## src/rtl/vadd_ctrl_pkg.sv

```systemverilog
// Shared constants for the VecAdd s_axi_control responder: register map, CTRL bit
// positions, FSM state types and a byte-strobe merge helper.
package vadd_ctrl_pkg;

  localparam logic [7:0] ADDR_CTRL = 8'h00;
  localparam logic [7:0] ADDR_GIE  = 8'h04;
  localparam logic [7:0] ADDR_IER  = 8'h08;
  localparam logic [7:0] ADDR_ISR  = 8'h0C;
  localparam logic [7:0] ADDR_N_LO = 8'h10;
  localparam logic [7:0] ADDR_N_HI = 8'h14;

  localparam int unsigned CTRL_START = 0;
  localparam int unsigned CTRL_DONE  = 1;
  localparam int unsigned CTRL_IDLE  = 2;
  localparam int unsigned CTRL_READY = 3;
  localparam int unsigned CTRL_AUTO  = 7;

  typedef enum logic [1:0] {WR_IDLE, WR_DATA, WR_RESP} wr_state_e;
  typedef enum logic {RD_IDLE, RD_DATA} rd_state_e;

  function automatic logic [31:0] strb_merge(input logic [31:0] old,
                                             input logic [31:0] data,
                                             input logic [3:0]  strb);
    strb_merge = old;
    for (int unsigned i = 0; i < 4; i++)
      if (strb[i]) strb_merge[8*i +: 8] = data[8*i +: 8];
  endfunction

endpackage

```

## src/rtl/vadd_ctrl_s_axi.sv

```systemverilog
// AXI4-Lite control slave for the VecAdd kernel: ap_start/status, scalar n, and
// (when CTRL_IRQ_EN is defined) GIE/IER/ISR with a registered level interrupt.
module vadd_ctrl_s_axi
  import vadd_ctrl_pkg::*;
#(
  parameter int unsigned ADDR_W = 5,
  parameter int unsigned DATA_W = 32
) (
  input  logic              ap_clk,
  input  logic              ap_rst,
  input  logic              s_axi_control_AWVALID,
  output logic              s_axi_control_AWREADY,
  input  logic [ADDR_W-1:0] s_axi_control_AWADDR,
  input  logic              s_axi_control_WVALID,
  output logic              s_axi_control_WREADY,
  input  logic [DATA_W-1:0] s_axi_control_WDATA,
  input  logic [3:0]        s_axi_control_WSTRB,
  output logic              s_axi_control_BVALID,
  input  logic              s_axi_control_BREADY,
  output logic [1:0]        s_axi_control_BRESP,
  input  logic              s_axi_control_ARVALID,
  output logic              s_axi_control_ARREADY,
  input  logic [ADDR_W-1:0] s_axi_control_ARADDR,
  output logic              s_axi_control_RVALID,
  input  logic              s_axi_control_RREADY,
  output logic [DATA_W-1:0] s_axi_control_RDATA,
  output logic [1:0]        s_axi_control_RRESP,
  output logic              ap_start,
  input  logic              ap_done,
  input  logic              ap_ready,
  input  logic              ap_idle,
  output logic [63:0]       n,
  output logic              interrupt
);

  wr_state_e wr_state, wr_next;
  rd_state_e rd_state, rd_next;
  logic              live;
  logic [ADDR_W-1:0] aw_addr;
  logic              aw_hs, w_hs, ar_hs;
  logic              wr_ctrl, wr_n_lo, wr_n_hi;
  logic              auto_restart, done_flag, ready_flag, idle_q;
  logic [DATA_W-1:0] rd_word;

`ifdef CTRL_IRQ_EN
  logic       gie, irq_q;
  logic [1:0] ier, isr, isr_next;
  logic       wr_gie, wr_ier, wr_isr;
`endif

  // live holds the ready outputs low through reset and for the first edge after it
  assign s_axi_control_AWREADY = live && (wr_state == WR_IDLE);
  assign s_axi_control_WREADY  = (wr_state == WR_DATA);
  assign s_axi_control_BVALID  = (wr_state == WR_RESP);
  assign s_axi_control_ARREADY = live && (rd_state == RD_IDLE);
  assign s_axi_control_RVALID  = (rd_state == RD_DATA);
  assign s_axi_control_BRESP   = '0;
  assign s_axi_control_RRESP   = '0;

  assign aw_hs = s_axi_control_AWVALID && s_axi_control_AWREADY;
  assign w_hs  = s_axi_control_WVALID  && s_axi_control_WREADY;
  assign ar_hs = s_axi_control_ARVALID && s_axi_control_ARREADY;

  always_comb begin
    wr_next = wr_state;
    case (wr_state)
      WR_IDLE: if (aw_hs) wr_next = WR_DATA;
      WR_DATA: if (w_hs) wr_next = WR_RESP;
      WR_RESP: if (s_axi_control_BREADY) wr_next = WR_IDLE;
      default: wr_next = WR_IDLE;
    endcase
  end

  always_comb begin
    rd_next = rd_state;
    case (rd_state)
      RD_IDLE: if (ar_hs) rd_next = RD_DATA;
      RD_DATA: if (s_axi_control_RREADY) rd_next = RD_IDLE;
      default: rd_next = RD_IDLE;
    endcase
  end

  always_ff @(posedge ap_clk) begin
    if (ap_rst) begin
      wr_state <= WR_IDLE;
      rd_state <= RD_IDLE;
      live     <= 1'b0;
      aw_addr  <= '0;
    end else begin
      wr_state <= wr_next;
      rd_state <= rd_next;
      live     <= 1'b1;
      if (aw_hs) aw_addr <= s_axi_control_AWADDR;
    end
  end

  assign wr_ctrl = w_hs && (aw_addr == ADDR_CTRL[ADDR_W-1:0]);
  assign wr_n_lo = w_hs && (aw_addr == ADDR_N_LO[ADDR_W-1:0]);
  assign wr_n_hi = w_hs && (aw_addr == ADDR_N_HI[ADDR_W-1:0]);

  // Status flags: a kernel pulse outranks the clear-on-read so no event is lost
  always_ff @(posedge ap_clk) begin
    if (ap_rst) begin
      ap_start     <= 1'b0;
      auto_restart <= 1'b0;
      done_flag    <= 1'b0;
      ready_flag   <= 1'b0;
      idle_q       <= 1'b0;
      n            <= '0;
    end else begin
      idle_q <= ap_idle;
      if (wr_ctrl && s_axi_control_WSTRB[0] && s_axi_control_WDATA[CTRL_START])
        ap_start <= 1'b1;
      else if (ap_ready && !auto_restart)
        ap_start <= 1'b0;
      if (wr_ctrl && s_axi_control_WSTRB[0])
        auto_restart <= s_axi_control_WDATA[CTRL_AUTO];
      if (ap_done)
        done_flag <= 1'b1;
      else if (ar_hs && s_axi_control_ARADDR == ADDR_CTRL[ADDR_W-1:0])
        done_flag <= 1'b0;
      if (ap_ready)
        ready_flag <= 1'b1;
      else if (ar_hs && s_axi_control_ARADDR == ADDR_CTRL[ADDR_W-1:0])
        ready_flag <= 1'b0;
      if (wr_n_lo) n[31:0]  <= strb_merge(n[31:0],  s_axi_control_WDATA, s_axi_control_WSTRB);
      if (wr_n_hi) n[63:32] <= strb_merge(n[63:32], s_axi_control_WDATA, s_axi_control_WSTRB);
    end
  end

`ifdef CTRL_IRQ_EN
  assign wr_gie = w_hs && (aw_addr == ADDR_GIE[ADDR_W-1:0]) && s_axi_control_WSTRB[0];
  assign wr_ier = w_hs && (aw_addr == ADDR_IER[ADDR_W-1:0]) && s_axi_control_WSTRB[0];
  assign wr_isr = w_hs && (aw_addr == ADDR_ISR[ADDR_W-1:0]) && s_axi_control_WSTRB[0];

  always_comb begin
    isr_next = isr;
    if (wr_isr) isr_next = isr ^ s_axi_control_WDATA[1:0];
    if (ap_done  && ier[0]) isr_next[0] = 1'b1;
    if (ap_ready && ier[1]) isr_next[1] = 1'b1;
  end

  always_ff @(posedge ap_clk) begin
    if (ap_rst) begin
      gie   <= 1'b0;
      ier   <= '0;
      isr   <= '0;
      irq_q <= 1'b0;
    end else begin
      if (wr_gie) gie <= s_axi_control_WDATA[0];
      if (wr_ier) ier <= s_axi_control_WDATA[1:0];
      isr   <= isr_next;
      irq_q <= gie && (|isr);
    end
  end

  assign interrupt = irq_q;
`else
  assign interrupt = 1'b0;
`endif

  always_comb begin
    rd_word = '0;
    case (s_axi_control_ARADDR)
      ADDR_CTRL[ADDR_W-1:0]: begin
        rd_word[CTRL_START] = ap_start;
        rd_word[CTRL_DONE]  = done_flag;
        rd_word[CTRL_IDLE]  = idle_q;
        rd_word[CTRL_READY] = ready_flag;
        rd_word[CTRL_AUTO]  = auto_restart;
      end
      ADDR_N_LO[ADDR_W-1:0]: rd_word = n[31:0];
      ADDR_N_HI[ADDR_W-1:0]: rd_word = n[63:32];
`ifdef CTRL_IRQ_EN
      ADDR_GIE[ADDR_W-1:0]:  rd_word[0]   = gie;
      ADDR_IER[ADDR_W-1:0]:  rd_word[1:0] = ier;
      ADDR_ISR[ADDR_W-1:0]:  rd_word[1:0] = isr;
`endif
      default: ;
    endcase
  end

  always_ff @(posedge ap_clk) begin
    if (ap_rst)     s_axi_control_RDATA <= '0;
    else if (ar_hs) s_axi_control_RDATA <= rd_word;
  end

endmodule
```

## config.mk

```make
export PLATFORM = sky130hd
export DESIGN_NAME = vadd_ctrl_s_axi
export DESIGN_NICKNAME = d
export VERILOG_FILES = /design/src/rtl/vadd_ctrl_pkg.sv /design/src/rtl/vadd_ctrl_s_axi.sv
export SDC_FILE = /design/constraint.sdc
export NUM_CORES = 1
export LEC_CHECK = 0
export BUFFER_PORTS_ARGS = -buffer_cell sky130_fd_sc_hd__buf_2
export CORE_AREA = 2 2 156 127
export CTS_CLUSTER_DIAMETER = 150
export DETAILED_ROUTE_END_ITERATION = 10
export DIE_AREA = 0 0 158 129
export PLACE_DENSITY = 0.5
export SLEW_MARGIN = 5
export SYNTH_ARGS = -nofsm -noshare
export SYNTH_HDL_FRONTEND = slang
export SYNTH_SLANG_ARGS = --single-unit
```

## constraint.sdc

```tcl
create_clock -name ap_clk -period 3.5 [get_ports ap_clk]
set_input_delay 0.525 -clock ap_clk [delete_from_list [all_inputs] [get_ports ap_clk]]
set_output_delay 0.525 -clock ap_clk [all_outputs]
set_load 0.05 [all_outputs]
```

Word level (Yosys, flattened, before mapping)
Cells that the tools add are included.

word-level totals
  bits of input ports = 56
  logic and storage cells = 73
  register bits after elaboration = 110

operators by class
  eq/ne operators = 9
  multiplexer cells = 17
  reductions and logical operators = 28
  bitwise gates (word level) = 1

operators by type and width
  cell                                            count
  one-hot mux 24 bit (2 select lines)             1
  == test 5 bit (second input constant)           4
  AND reduction 2 bit                             8
  logical AND 1 bit                               12
  one-hot mux 4 bit (3 select lines)              1
  zero test 5 bit                                 2
  two-way mux 1 bit                               8
  two-way mux 2 bit                               3
  one-hot mux 2 bit (3 select lines)              1
  one-hot mux 3 bit (2 select lines)              1
  nonzero test 2 bit                              3
  != test 2 x 1 -> 1 bit (second input constant)  2
  one-hot mux 1 bit (3 select lines)              1
  AND reduction 3 bit                             1
  == test 2 x 1 -> 1 bit (second input constant)  1
  == test 2 bit (second input constant)           1
  zero test 2 bit                                 1
  != test 2 bit (second input constant)           1
  one-hot mux 1 bit (2 select lines)              1
  zero test 1 bit                                 1
  NOT 1 bit                                       1

Depth between registers and ports, before layout
Gate-level depths: netlist (run 1).

  depth after elaboration = 6
  depth in mapped cells = 6

Worst setup path before layout (run 1)
OpenSTA, ideal clock, no wires.

  path kind = register to output
  from = register wr_state[1]
  to = output port s_axi_control_AWREADY
  path slack = 1.319 ns
  data required time = 2.975 ns
  arrival = 1.656 ns
  cell stages (with the launch flop) = 3
  cells stage by stage = dfxtp_1 -> clkbuf_1 -> nor3b_1

between the ends
  word-level cells in the longest chain between the ends = 2

RTL lines
  item                    RTL line               RTL
  start, declared         vadd_ctrl_s_axi.sv:36  wr_state_e wr_state, wr_next;
  start signal, assigned  vadd_ctrl_s_axi.sv:90  wr_state <= wr_next;
  zero test 2 bit         vadd_ctrl_s_axi.sv:52  assign s_axi_control_AWREADY = live && (wr_state == WR_IDLE);
  logical AND 1 bit       vadd_ctrl_s_axi.sv:52
  end, declared           vadd_ctrl_s_axi.sv:12  output logic s_axi_control_AWREADY,

Every way passes these cells.

Final worst setup path (run 1)
  from = register aw_addr[0]
  to = register n[6]

between the ends
  word-level cells in the longest chain between the ends = 3

RTL lines
  item                           RTL line                RTL
  start, declared                vadd_ctrl_s_axi.sv:39   logic [ADDR_W-1:0] aw_addr;
  start signal, assigned         vadd_ctrl_s_axi.sv:93   if (aw_hs) aw_addr <= s_axi_control_AWADDR;
  == test 5 bit                  vadd_ctrl_s_axi.sv:98   assign wr_n_lo = w_hs && (aw_addr == ADDR_N_LO[ADDR_W-1:0]);
  logical AND 1 bit              vadd_ctrl_s_axi.sv:98
  AND reduction 2 bit (no line)  --
  end signal, assigned           vadd_ctrl_s_axi.sv:126  if (wr_n_lo) n[31:0] <= strb_merge(n[31:0], s_axi_control_WDATA, s_axi_control_WSTRB);
  end, declared                  vadd_ctrl_s_axi.sv:32   output logic [63:0] n,

Every way passes these cells.
A chain may end at the register's enable or synchronous reset.

==> results of run 1 <==
-- area by class of cell --
class,instances,share of cell area (%)
Sequential cell,110,37.0
Clock inverter,4,0.800
Inverter,8,0.505
Timing Repair Buffer,164,14.3
Tap cell,258,5.43
Clock buffer,12,3.98
Multi-Input combinational cell,341,37.9
-- state kept, by name (all words and copies together), names as in the netlist --
name	count
ap_start	1
auto_restart	1
aw_addr	5
done_flag	1
idle_q	1
live	1
n	64
ready_flag	1
s_axi_control_RDATA	32
s_axi_control_RVALID	1
wr_state	2
-- kinds of logic after synthesis --
logic type,count (synthesis)
multiplexers,102
AND/OR/NAND/NOR,188
other,1
AO/OA/AOI/OAI,46
flip-flops,110
buffers and inverters,46
-- how the worst max path moves through the flow --
stage                     depth (start not counted)  slack (ps)               endpoint
final                                             3        1440      n[6]$_SDFFE_PP0P_
after global routing                              3        1310      n[6]$_SDFFE_PP0P_
after CTS                                         3        1440      n[7]$_SDFFE_PP0P_
after detailed placement                          5        1340     n[55]$_SDFFE_PP0P_
after global placement                            5        1410     n[49]$_SDFFE_PP0P_
after floorplan                                   2        1320  s_axi_control_AWREADY
-- routing by layer --
layer | vias up | part of all wire (%) | wire, um
met1 | 1780 | 48 | 6660
met5 | - | 0 | 0
li1 | 1969 | - | -
met4 | 0 | 0.90 | 125
met3 | 9 | 7.2 | 1000
met2 | 124 | 44 | 6120
-- critical path, cell delays in order (launching register included) --
cell     delay (ps)
dfxtp_1         340
or4_4           640
nor4_4          740
mux2i_1         260
-- cells in the final DEF, fill, tap and decap left out, types with 2 or more instances in the layout --
cell,n
a21oi_1,32
a22oi_1,5
buf_2,157
buf_4,6
clkbuf_1,3
clkbuf_16,9
clkinv_2,2
conb_1,5
dfxtp_1,110
inv_1,7
mux2_2,32
mux2i_1,70
nand2_1,124
nand2b_1,2
nand3_1,31
nand3b_1,2
nor2_1,8
nor2b_1,5
nor3_4,3
o2bb2ai_1,5
o41ai_1,2
or4_1,2
-- power by group through the flow --
stage | combinational (mW) | sequential, mW | clock [mW]
6_report | 0.189 | 1.27 | 1.03
5_1_grt | 0.206 | 1.27 | 1.11
4_1_cts | 0.193 | 1.27 | 1.07
3_5_place_dp | 0.192 | 1.30 | 0
3_3_place_gp | 0.192 | 1.30 | 0
2_1_floorplan | 0.122 | 1.30 | 0
==> impl_metrics.yaml, run 1 <==
sta:
  fin_crit_ps: 2060
  grt_setup_unrepaired: "no"
  worst_pin_slew_ps: 915
  drv_slew: 0
  finalClockSkew_ps: 8.84
  max_freq_mhz: 486
  slew_headroom_pct: 39.0
  hold_slack_ps: 394
  fin_ws_ps: 1440
  finalSetupViolCount: 0
  fin_crit_sh_pct: 58.8
  hold_viol: 0
  fin_setup_tns_ps: 0
pwr:
  vdd_ir_drop_max_mv: 0.232
  p_clk_share_pct: 41.4
  combPwrFrac_pct: 7.6
  p_int_mw: 1.87
  total_power_mw: 2.48
  p_sw_mw: 0.608
  seq_power_share_pct: 51.0
  p_leak_nw: 2.75
  power_density_mw_per_mm2: 417
  p_sw_share_pct: 24.5
setup_path:
  cp-start-kind: "flip-flop"
  path_class: "flip-flop to flip-flop"
  rr_startpoint: "aw_addr[0]$_SDFFE_PP0P_"
  rr_worst_depth: 3
  cp.arrival_ps: 2340
  r2r-end: "n[6]$_SDFFE_PP0P_"
  end_kind: "flip-flop"
  required_ps: 3780
  reg2reg_slack_ps: 1440
  path_max_fanout: 8
  crit_start: "aw_addr[0]$_SDFFE_PP0P_"
clock_network:
  cts.sinks: 110
  cts_root_buf: "clkbuf_16"
  max-clock-path-buffers: 2
  cts_resized: 0
  clk_pin_slew_ps: 70
  cts_tree: "done"
  insertion_delay_ps: 350
  numCtsBuffers: 9
  hold_buffers: 0
  post-cts-setup-buffer-count: 0
  htreeDepth: 3
drt:
  vias: 3882
  via_per_inst: 4.33
  firstDrtPassIters: 4
  route.detailed.drc: 0
  drt_iter0_drc: 211
  ant_nets: 0
  wl_per_cell_um: 15.5
  drt_wl_total_mm: 13.9
placement:
  dp_slack_ps: 1340
  place_area_sq_mm: 0.00566
  placed_cells: 881
  gp_congestion: 0.737
  io_buffers: 157
  dp.final_hpwl_mm: 9.88
floorplanning:
  die_height_um: 129
  ios: 163
  dieArea_sq_mm: 0.0204
  row_count: 45
  start_util_pct: 24.6
  core-area_sq_mm: 0.0188
  die_w_um: 158
global_routing:
  grt_max_degree: 53
  top_usage_layer: "met2"
  grt_util_all_layers_pct: 13.9
  grt.met1_usage_pct: 18.5
  use_met2_pct: 22.3
  grt.overflow.total: 0
  grt_pass1_wl_mm: 21.5
  antenna_found_initial: 0
  grt_pass1_vias: 3859
  met3_usage_pct: 4.11
job:
  maxCapViolCount: 0
layout:
  multi_input_area_sq_mm: 0.00226
  diodes: 0
  nets: 690
  fill_cells: 2064
  fin_area_sq_mm: 0.00595
  regArea_sq_mm: 0.00220
  drive_above_1_share_pct: 34.0
  fin_cells: 897
  fin_util_pct: 31.6
  syn2layout_area_growth_pct: 28.3
synth:
  synth_top_family_by_area: "multiplexers"
  async_reset_ff_share_pct: 0
  synth_compound_area_share_pct: 5.83
  synth_most_common_cell: "nand2_1"
  synth_top_cell_by_area: "dfxtp_1"
  synth_common_cells: "nand2_1, dfxtp_1, mux2i_1"
  synthFlopType: "dfxtp_1"
  synth_top_area_share_pct: 47.5
  synthAdderAreaFrac_pct: 0
  synth_cells: 493
  synth_xor_xnor_area_share_pct: 0
  synthDistinctLibCells: 35
  synth_edf_count: 0
  yosysSeqAreaShare_pct: 47.5
  yosys.area_share.simple_pct: 19.4
  synth_mux_area_share_pct: 22.9
  ys_top_cells_by_area: "dfxtp_1, mux2i_1, nand2_1, mux2_2, a21oi_1"
  synth_area_sq_mm: 0.00463
  avgSynthCellArea_sq_um: 9.40
  yosys_register_bits: 110
  yosys_warnings: 0
worst_hold_path:
  hold_end: "idle_q$_SDFF_PP0_"
  hp-start: "ap_idle"
  min_path_type: "input port to flip-flop"
  hold_depth: 2
outcome:
  status: "completed"
Note: power is estimated with default switching activity, not from simulation.
==> run 2: changes to the inputs <==
Settings changed: PLACE_DENSITY 0.5 to 0.52.
Clock period 3.5 ns to 1.8 ns, I/O delays scaled along.
==> run 2 against run 1 <==
Net effect: global-route usage is 0.33 points lower; first-iteration DRC count is 28% lower; highest routed layer unchanged; sequential share of layout area is 1.2 points lower; power is 90% higher; largest cell class unchanged.
==> impl_metrics.yaml, run 2 (synthesized netlist as in run 1, its figures left out) <==
outcome:
  status: "completed"
pwr:
  seq_power_share_pct: 52.2
  combPwrFrac_pct: 8.3
  total_power_mw: 4.71
  p_sw_mw: 1.19
  p_clk_share_pct: 39.4
  vdd_ir_drop_max_mv: 0.430
  p_int_mw: 3.53
  power_density_mw_per_mm2: 767
  p_sw_share_pct: 25.2
  p_leak_nw: 2.84
global_routing:
  grt_pass1_wl_mm: 21.4
  grt.overflow.total: 0
  grt_util_all_layers_pct: 13.6
  antenna_found_initial: 0
  grt_pass1_vias: 3852
  grt_max_degree: 99
drt:
  route.detailed.drc: 0
  drt_wl_total_mm: 13.7
  vias: 3964
  met3WireLength_um: 813
  maxUsedRoutingLayer: "met4"
  ant_nets: 0
  drt_iter0_drc: 152
  met1_length_mm: 6.76
  via_per_inst: 4.34
  wl_met2_mm: 5.95
  firstDrtPassIters: 4
  wl_per_cell_um: 15.0
floorplanning:
  core-area_sq_mm: 0.0188
  ios: 163
  dieArea_sq_mm: 0.0204
  start_util_pct: 24.6
  die_height_um: 129
  die_w_um: 158
  row_count: 45
setup_path:
  path_max_fanout: 3
  crit_start: "aw_addr[0]$_SDFFE_PP0P_"
  cp.arrival_ps: 1930
  path_class: "flip-flop to flip-flop"
  end_kind: "flip-flop"
  cp-start-kind: "flip-flop"
  rr_startpoint: "aw_addr[0]$_SDFFE_PP0P_"
  required_ps: 2030
layout:
  layout_common_cells: "buf_2, nand2_1, dfxtp_1, mux2i_1"
  largest-register: "n"
  fin_area_sq_mm: 0.00614
  final_common_cell: "buf_2"
  fin_cells: 913
  largest_reg_flops: 64
  fin_util_pct: 32.7
  drive_above_1_share_pct: 35.9
  reg.largest.list: "n (64), s_axi_control_RDATA (32), aw_addr (5)"
  diodes: 0
  fill_cells: 1995
  nets: 706
  syn2layout_area_growth_pct: 32.6
sta:
  hold_viol: 0
  grt_setup_unrepaired: "no"
  fin_crit_ps: 1690
  drv_slew: 0
  finalSetupViolCount: 0
  fin_ws_ps: 106
  max_freq_mhz: 590
  fin_crit_sh_pct: 94.1
  fin_setup_tns_ps: 0
  finalClockSkew_ps: 8.35
  hold_slack_ps: 142
placement:
  gp_congestion: 0.702
  place_area_sq_mm: 0.00587
  placed_cells: 897
  dp_slack_ps: 106
  io_buffers: 157
  dp.final_hpwl_mm: 9.77
clock_network:
  numCtsBuffers: 9
  cts_tree: "done"
  post-cts-setup-buffer-count: 0
  max-clock-path-buffers: 2
  cts.sinks: 110
  htreeDepth: 3
  cts_root_buf: "clkbuf_16"
  insertion_delay_ps: 350
  hold_buffers: 0
  cts_resized: 0
  clk_pin_slew_ps: 70
job:
  maxCapViolCount: 0
worst_hold_path:
  hp-start: "ap_idle"
  min_path_type: "input port to flip-flop"
[run 2: final timing paths]
check | end | slack [ps] | depth (start not counted)
setup / recovery | auto_restart$_SDFFE_PP0P_ | 110 | 3
hold / removal | idle_q$_SDFF_PP0_ | 140 | 2
setup reg to reg | auto_restart$_SDFFE_PP0P_ | 110 | 3
hold reg to reg | s_axi_control_RDATA[24]$_SDFFE_PP0P_ | 450 | 2
[run 2: area by class of cell]
type | instances | area, sq um | share of cell area [%]
multi-input combinational | 341 | 2260 | 36.8
sequential | 110 | 2200 | 35.8
timing repair buffer | 180 | 1060 | 17.2
tap | 258 | 323 | 5.25
clock buffer | 11 | 233 | 3.79
clock inverter | 5 | 36.3 | 0.591
inverter | 8 | 30.0 | 0.489
[run 2: power groups by stage]
stage	clock, mW	combinational, mW	sequential, mW
final	1.86	0.392	2.46
after detailed placement	0	0.397	2.52
after CTS	1.94	0.399	2.46
after global placement	0	0.399	2.52
after floorplan	0	0.239	2.53
after global routing	2.03	0.430	2.46
[run 2: layer usage]
layer | vias to the layer above | global-route usage, %
li1 | 1986 | -
met1 | 1836 | 18.4
met2 | 129 | 21.2
met3 | 13 | 3.60
met4 | 0 | 4.03
met5 | - | 0
[run 2: worst max-delay path, stage by stage (launching register included)]
cell and delay [ps]:
dfxtp_1 340, or4_4 570, or4_1 540, mux2i_1 140
==> run 3: changes to the inputs <==
Settings changed: PLACE_DENSITY 0.52 to 0.5, RECOVER_POWER set to 50.
Clock period 1.8 ns to 1.6 ns, I/O delays scaled along.
==> run 3 against run 2 <==
Net effect: the run now ends with negative setup slack left; first-iteration DRC count up 23%; worst hold slack lost 29 ps; routed wire length up 1.1%; worst setup slack got worse by 130 ps; core utilization is 0.29 points higher; non-clock buffer count up 7; register-to-register slack lost 130 ps; global-route usage increased by 0.23 points; clock power increased by 34%; power rose by 22%; final cell count increased by 0.66%; count of clock-buffer cells in the layout unchanged; critical endpoint is now n[14]$_SDFFE_PP0P_; largest power group unchanged.
==> impl_metrics.yaml, run 3 (synthesized netlist as in run 1, its figures left out) <==
clock_network:
  max-clock-path-buffers: 2
  htreeDepth: 3
  numCtsBuffers: 9
  post-cts-setup-buffer-count: 0
  clk_pin_slew_ps: 70
  cts_root_buf: "clkbuf_16"
  cts_tree: "done"
  cts.sinks: 110
  insertion_delay_ps: 350
setup_path:
  path_class: "flip-flop to flip-flop"
  cp.arrival_ps: 1900
  end_kind: "flip-flop"
  r2r-end: "n[14]$_SDFFE_PP0P_"
  path_max_fanout: 8
  rr_worst_depth: 5
  cp-start-kind: "flip-flop"
  rr_startpoint: "aw_addr[2]$_SDFFE_PP0P_"
  required_ps: 1880
  reg2reg_slack_ps: -30
sta:
  drv_slew: 0
  fin_ws_ps: -26.4
  max_freq_mhz: 615
  fin_crit_sh_pct: 102
  worst_pin_slew_ps: 644
  finalSetupViolCount: 10
  grt_setup_unrepaired: "yes"
  hold_viol: 0
  finalClockSkew_ps: 7.99
  slew_headroom_pct: 57.3
  fin_crit_ps: 1630
drt:
  wl_per_cell_um: 15.1
  maxUsedRoutingLayer: "met4"
  firstDrtPassIters: 4
  drt_wl_total_mm: 13.9
  vias: 3977
  met3WireLength_um: 822
  wl_met2_mm: 5.98
  met1_length_mm: 6.91
  route.detailed.drc: 0
  ant_nets: 0
  drt_iter0_drc: 187
  via_per_inst: 4.33
pwr:
  power_density_mw_per_mm2: 925
  p_int_mw: 4.38
  p_sw_share_pct: 23.5
  p_leak_nw: 2.59
  p_sw_mw: 1.35
  combPwrFrac_pct: 8.2
  p_clk_share_pct: 43.5
  total_power_mw: 5.73
  vdd_ir_drop_max_mv: 0.606
  seq_power_share_pct: 48.3
worst_hold_path:
  hold_depth: 2
  hp-start: "ap_idle"
  min_path_type: "input port to flip-flop"
  hold_end: "idle_q$_SDFF_PP0_"
placement:
  dp_slack_ps: -90.9
  gp_congestion: 0.721
  io_buffers: 157
  dp.final_hpwl_mm: 9.86
  placed_cells: 904
layout:
  largest_reg_flops: 64
  syn2layout_area_growth_pct: 33.7
  nets: 713
  diodes: 0
  drive_above_1_share_pct: 26.8
  fin_cells: 919
  reg.largest.list: "n (64), s_axi_control_RDATA (32), aw_addr (5)"
  layout_common_cells: "nand2_1, dfxtp_1, buf_2, clkbuf_1, mux2i_1"
  final_common_cell: "nand2_1"
  largest-register: "n"
floorplanning:
  core-area_sq_mm: 0.0188
  ios: 163
  die_height_um: 129
  row_count: 45
  die_w_um: 158
  start_util_pct: 24.6
  dieArea_sq_mm: 0.0204
global_routing:
  grt_max_degree: 56
  grt.overflow.total: 0
  grt_pass1_vias: 3921
  grt_pass1_wl_mm: 21.5
  grt_util_all_layers_pct: 13.8
  antenna_found_initial: 0
outcome:
  status: "finished, violations left"
  violations: "negative setup slack"
job:
  maxCapViolCount: 0
## run 3: changes by cell type in the layout (fill, tap and decap cells not counted), sizes merged
cell and delta:
inv +2, buf -74, clkinvlp -3, clkinv -2, bufinv +2, clkbuf +81
## run 3: what timing repair did
item | in CTS | in global routing
pin swaps | 2 | 0
hold buffers | 0 | 0
endpoints found under the setup margin | 34 | 35
resized for setup | 5 | 2
## run 3: critical path, stage by stage (launching register included)
cell	delay [ps]
dfxtp_2	330
or4_4	570
buf_6	160
nor3_4	150
buf_12	160
mux2i_1	190
## run 3: cell type report
class                           instances  area (sq um)
Inverter                                8          30.0
Fill cell                            2052         12600
Tap cell                              258           323
Timing Repair Buffer                  187          1040
Multi-Input combinational cell        341          2270
Clock buffer                           11           253
Clock inverter                          4          77.6
Sequential cell                       110          2210
## run 3: metrics by stage
stage | hold WS (ps) | setup TNS [ps] | util, % | cell area (sq um)
after floorplan | 368 | -1680 | - | 4660
after global placement | 441 | -466 | 31.6 | 5940
after detailed placement | 444 | -899 | 31.6 | 5940
after CTS | 87.1 | -488 | 33.4 | 6290
after global routing | 126 | -1840 | 33.0 | 6200
final | 113 | -119 | 33.0 | 6200
## run 3: worst max path at each step
stage | end | startpoint | slack, ps | cells past startpoint
2_1_floorplan | n[0]$_SDFFE_PP0P_ | aw_addr[0]$_SDFFE_PP0P_ | -180 | 4
3_3_place_gp | auto_restart$_SDFFE_PP0P_ | aw_addr[0]$_SDFFE_PP0P_ | -70 | 3
3_5_place_dp | auto_restart$_SDFFE_PP0P_ | aw_addr[0]$_SDFFE_PP0P_ | -90 | 3
4_1_cts | n[14]$_SDFFE_PP0P_ | aw_addr[2]$_SDFFE_PP0P_ | -40 | 5
5_1_grt | n[24]$_SDFFE_PP0P_ | aw_addr[2]$_SDFFE_PP0P_ | -90 | 5
6_report | n[14]$_SDFFE_PP0P_ | aw_addr[2]$_SDFFE_PP0P_ | -30 | 5
## run 3: routing by layer
metal,vias up,track usage [%]
li1,2013,-
met1,1840,18.4
met2,113,21.8
met3,11,4.01
met4,0,4.03
met5,-,0
## run 3: power groups by stage
stage	Sequential (mW)	Combinational (mW)	Clock, mW
5_1_grt	2.77	0.509	2.69
3_5_place_dp	2.83	0.470	0
3_3_place_gp	2.83	0.473	0
2_1_floorplan	2.84	0.269	0
6_report	2.77	0.467	2.50
4_1_cts	2.77	0.476	2.60
